$ cat src/rtl/sensor_debounce.sv
// Two-channel synchroniser and debouncer for the parking-gate sensors.
// Emits clean levels, one-cycle edge pulses and a saturating glitch count.
module sensor_debounce #(
  parameter int unsigned STABLE_CYCLES = 4,
  parameter int unsigned CNT_W         = 20
) (
  input  logic       clk,
  input  logic       reset,
  input  logic       a_raw,
  input  logic       b_raw,
  output logic       a,
  output logic       b,
  output logic       a_rise,
  output logic       a_fall,
  output logic       b_rise,
  output logic       b_fall,
  output logic [7:0] glitch_count
);

  // Counter value on the edge before the one that reaches STABLE_CYCLES.
  localparam logic [CNT_W-1:0] LastCnt = CNT_W'(STABLE_CYCLES - 1);

  logic [1:0]       raw;
  logic [1:0]       sync1_q, sync_q;
  logic [1:0]       lvl_q, lvl_d;
  logic [1:0]       rise_q, rise_d;
  logic [1:0]       fall_q, fall_d;
  logic [1:0]       glitch;
  logic [CNT_W-1:0] cnt_q [2];
  logic [CNT_W-1:0] cnt_d [2];
  logic [7:0]       gcnt_q, gcnt_d;
  logic [8:0]       gsum;

  assign raw = {b_raw, a_raw};

  always_comb begin
    lvl_d  = lvl_q;
    rise_d = '0;
    fall_d = '0;
    glitch = '0;
    cnt_d  = cnt_q;
    for (int ch = 0; ch < 2; ch++) begin
      if (sync_q[ch] != lvl_q[ch]) begin
        if (cnt_q[ch] == LastCnt) begin
          lvl_d[ch]  = sync_q[ch];
          cnt_d[ch]  = '0;
          rise_d[ch] = sync_q[ch];
          fall_d[ch] = ~sync_q[ch];
        end else begin
          cnt_d[ch] = cnt_q[ch] + CNT_W'(1);
        end
      end else if (cnt_q[ch] != '0) begin
        // Input fell back before acceptance: drop the attempt and log it.
        cnt_d[ch]  = '0;
        glitch[ch] = 1'b1;
      end
    end
    gsum   = {1'b0, gcnt_q} + 9'(glitch[0]) + 9'(glitch[1]);
    gcnt_d = gsum[8] ? 8'hFF : gsum[7:0];
  end

  always_ff @(posedge clk or negedge reset) begin
    if (!reset) begin
      sync1_q <= '0;
      sync_q  <= '0;
      lvl_q   <= '0;
      rise_q  <= '0;
      fall_q  <= '0;
      cnt_q   <= '{default: '0};
      gcnt_q  <= '0;
    end else begin
      sync1_q <= raw;
      sync_q  <= sync1_q;
      lvl_q   <= lvl_d;
      rise_q  <= rise_d;
      fall_q  <= fall_d;
      cnt_q   <= cnt_d;
      gcnt_q  <= gcnt_d;
    end
  end

  assign a            = lvl_q[0];
  assign b            = lvl_q[1];
  assign a_rise       = rise_q[0];
  assign a_fall       = fall_q[0];
  assign b_rise       = rise_q[1];
  assign b_fall       = fall_q[1];
  assign glitch_count = gcnt_q;

endmodule

$ cat config.mk
export PLATFORM = sky130hd
export DESIGN_NAME = sensor_debounce
export DESIGN_NICKNAME = d
export VERILOG_FILES = /design/src/rtl/sensor_debounce.sv
export SDC_FILE = /design/constraint.sdc
export NUM_CORES = 1
export LEC_CHECK = 0
export ABC_AREA = 1
export BUFFER_PORTS_ARGS = -buffer_cell sky130_fd_sc_hd__buf_2
export CAP_MARGIN = 20
export CORE_MARGIN = 5
export CORE_UTILIZATION = 35
export DETAILED_ROUTE_END_ITERATION = 12
export GPL_TIMING_DRIVEN = 0
export HOLD_SLACK_MARGIN = 0.05
export PLACE_DENSITY_LB_ADDON = 0.3
export SLEW_MARGIN = 10
export SYNTH_ARGS = -nofsm -noshare
export SYNTH_HDL_FRONTEND = slang
export SYNTH_SLANG_ARGS = --single-unit
$ cat constraint.sdc
create_clock -name clk -period 2.81 [get_ports clk]
set_clock_uncertainty 0.1 [all_clocks]
set_input_delay 0.562 -clock clk [delete_from_list [all_inputs] [get_ports clk]]
set_output_delay 0.562 -clock clk [all_outputs]
set_load 0.01 [all_outputs]
==> results.toml <==
[grt]
gr-total-overflow = 0
grt_pass1_wl_um = 12100
grt_start_max_net_pins = 59
grt_usage = 0.132
first_global_vias = 2622
grt_antenna_before_repair = 0

[sta]
maxSlewViolCount = 0
final_hold_viol_count = 0
timing.fmax_mhz = 389
tightest_slew_ps = 739
relSlewSlack = 0.507
period_share = 0.914
finalSetupViolCount = 0
rsz0062_at_grt = "false"
period_needed_ps = 2570

[job]
maxCapViolCount = 0

[yosys]
ys_warn_count = 0
synthCells = 417
yosys.cell_types.count = 23
synth_seq_area_share = 0.453
synth_fp_nets = 427
synth_area_sq_um = 3200
synth-seq-cells = 58
syn_avg_cell_area_sq_um = 7.68

[finish]
layout.nets = 456
drive_gt1_frac = 0.160
area_delta_synth_final_pct = 14.6
fin_cells = 562
final_common_cell = "nand2_1"
antennaDiodeCount = 0
nFillCells = 906
final_cell_mix = "nand2_1, nor2_1, dfrtp_1, inv_1, nand3_1"

[placed_design]
dp_hpwl_um = 4870
numPortBuffers = 17
gp_congestion = 0.835
dp_cells = 545

[floorplanning]
rows = 35
dieArea_sq_um = 11200
core_area_sq_um = 9060
die_x_um = 106
die_h_um = 106
ioPinCount = 18
start_util = 0.353

[clock_network]
cts_tree = "done"
hold_buffers = 0
cts.sink_count = 58
clock_path_buffers = 2
clock-root-buffer = "clkbuf_8"
numCtsBuffers = 9
htree_num_levels = 3
clock_latency_ps = 340
path_clk_slew_ps = 80

[critical_path]
crit_path_cell_trace = "inv_1 > nor2_1 > nor2_4 > buf_4 > nand2_1 > fa_1 > inv_1 > ha_1 > nand2_1 > nor3_2 > nand3_2 > o21ai_0"
worstPathArrival_ps = 2730
slowest_stage = "dfrtp_1"
critPathKind = "flop to flop"
startpoint_type = "flop"
cp_top_family = "simple AND/OR/NAND/NOR gates"
critPathMaxStageDelay_ps = 420
cp_max_fo = 10
worstPathBufferInverterCount = 3
crit_path_end_kind = "flop"
required_ps = 2970

[drt]
postRouteAntennaNets = 0
vias = 2611
wl_per_cell_um = 11.7
viasPerCell = 4.65
drtIter0Drc = 141
drt_pass1_iterations = 5
routed_wl_um = 6580
drc = 0

[power]
max-vdd-ir-drop_mv = 0.412
p_leak_uw = 0.00175
power_density_nw_per_um2 = 674
power_uw = 2470

[outcome]
status = "finished, final reports clean"

[min_path]
hp-class = "primary input to async pin"
## worst paths after layout
check	startpoint	cells past startpoint	end	slack [ps]
max	lvl_q[1]	12	glitch_count[2]	240
min	reset	1	cnt_q[33]	180
min in group clk	b_raw	1	sync1_q[1]	220
min reg2reg	sync1_q[1]	0	sync_q[1]	250
max in group asynchronous	reset	1	cnt_q[12]	1930
max reg2reg	lvl_q[1]	12	glitch_count[2]	240
## through the flow
stage	hold slack, ps	cell area [sq um]	setup TNS [ps]	worst slack, ps	utilization
after floorplan	166	3200	0	355	-
after global placement	233	3430	0	8.61	0.378
after detailed placement	238	3430	-96.1	-49.5	0.378
after CTS	208	3640	0	15.8	0.402
after global routing	211	3670	0	14.3	0.405
final	175	3670	0	240	0.405
## repair_timing
| action | 4_1_cts | 5_1_grt |
|---|---|---|
| setup buffers | 0 | 1 |
| endpoints found under the setup margin | 6 | 7 |
| gates resized for setup | 2 | 5 |
| pin swaps | 0 | 1 |
## worst reg2reg max path: stages, from the launching register on
cell and delay, ps:
dfrtp_1 420, inv_1 90, nor2_1 70, nor2_4 190, buf_4 220, nand2_1 90, fa_1 380, inv_1 90
ha_1 180, nand2_1 140, nor3_2 250, nand3_2 160, o21ai_0 110
## sequential cells by signal, indices dropped and copies added (netlist names)
register      flops
sync_q            2
cnt_q            40
rise_q            2
fall_q            2
glitch_count      8
lvl_q             2
sync1_q           2
## logic make-up after synthesis
group,after synthesis,share of synthesized area
AO/OA/AOI/OAI,11,0.0172
buffers and inverters,52,0.0617
adder cells (fa/ha/maj),6,0.0258
AND/OR/NAND/NOR,269,0.385
flip-flops,58,0.453
XOR/XNOR,21,0.0574
## final cells by class
type | count | area [sq um] | area share
multi-input combinational | 307 | 1580 | 0.429
buffer | 2 | 18.8 | 0.00511
tap | 111 | 139 | 0.0378
timing repair buffer | 18 | 95.1 | 0.0259
inverter | 50 | 188 | 0.0511
clock buffer | 10 | 138 | 0.0375
sequential | 58 | 1450 | 0.395
clock inverter | 6 | 66.3 | 0.0181
## routing by layer
layer,global-route usage,vias to the layer above,share of wire
met1,0.174,1201,0.49
met3,0.0227,9,0.036
li1,-,1357,-
met5,0,-,0
met4,0.0592,0,0.018
met2,0.211,44,0.46
## power breakdown
part           switching, uW  leakage [uW]  total [uW]  internal [uW]
Clock                    354     0.0000945         786            433
Sequential              99.0      0.000781        1040            937
Combinational            418      0.000879         652            234
## synth_stat cells (all sizes together)
master,instances,area (sq um)
nor2,106,490
nand2,103,417
dfrtp,58,1450
inv,50,188
nand3,38,195
nor3,11,60.1
xor2,11,96.3
xnor2,10,87.6
nand4,9,56.3
o21ai,8,40.0
ha,5,62.6
a21oi,3,15.0
buf,2,10.0
fa,1,20.0
nand3b,1,7.51
nor3b,1,7.51
(Power assumes the default switching activity.)
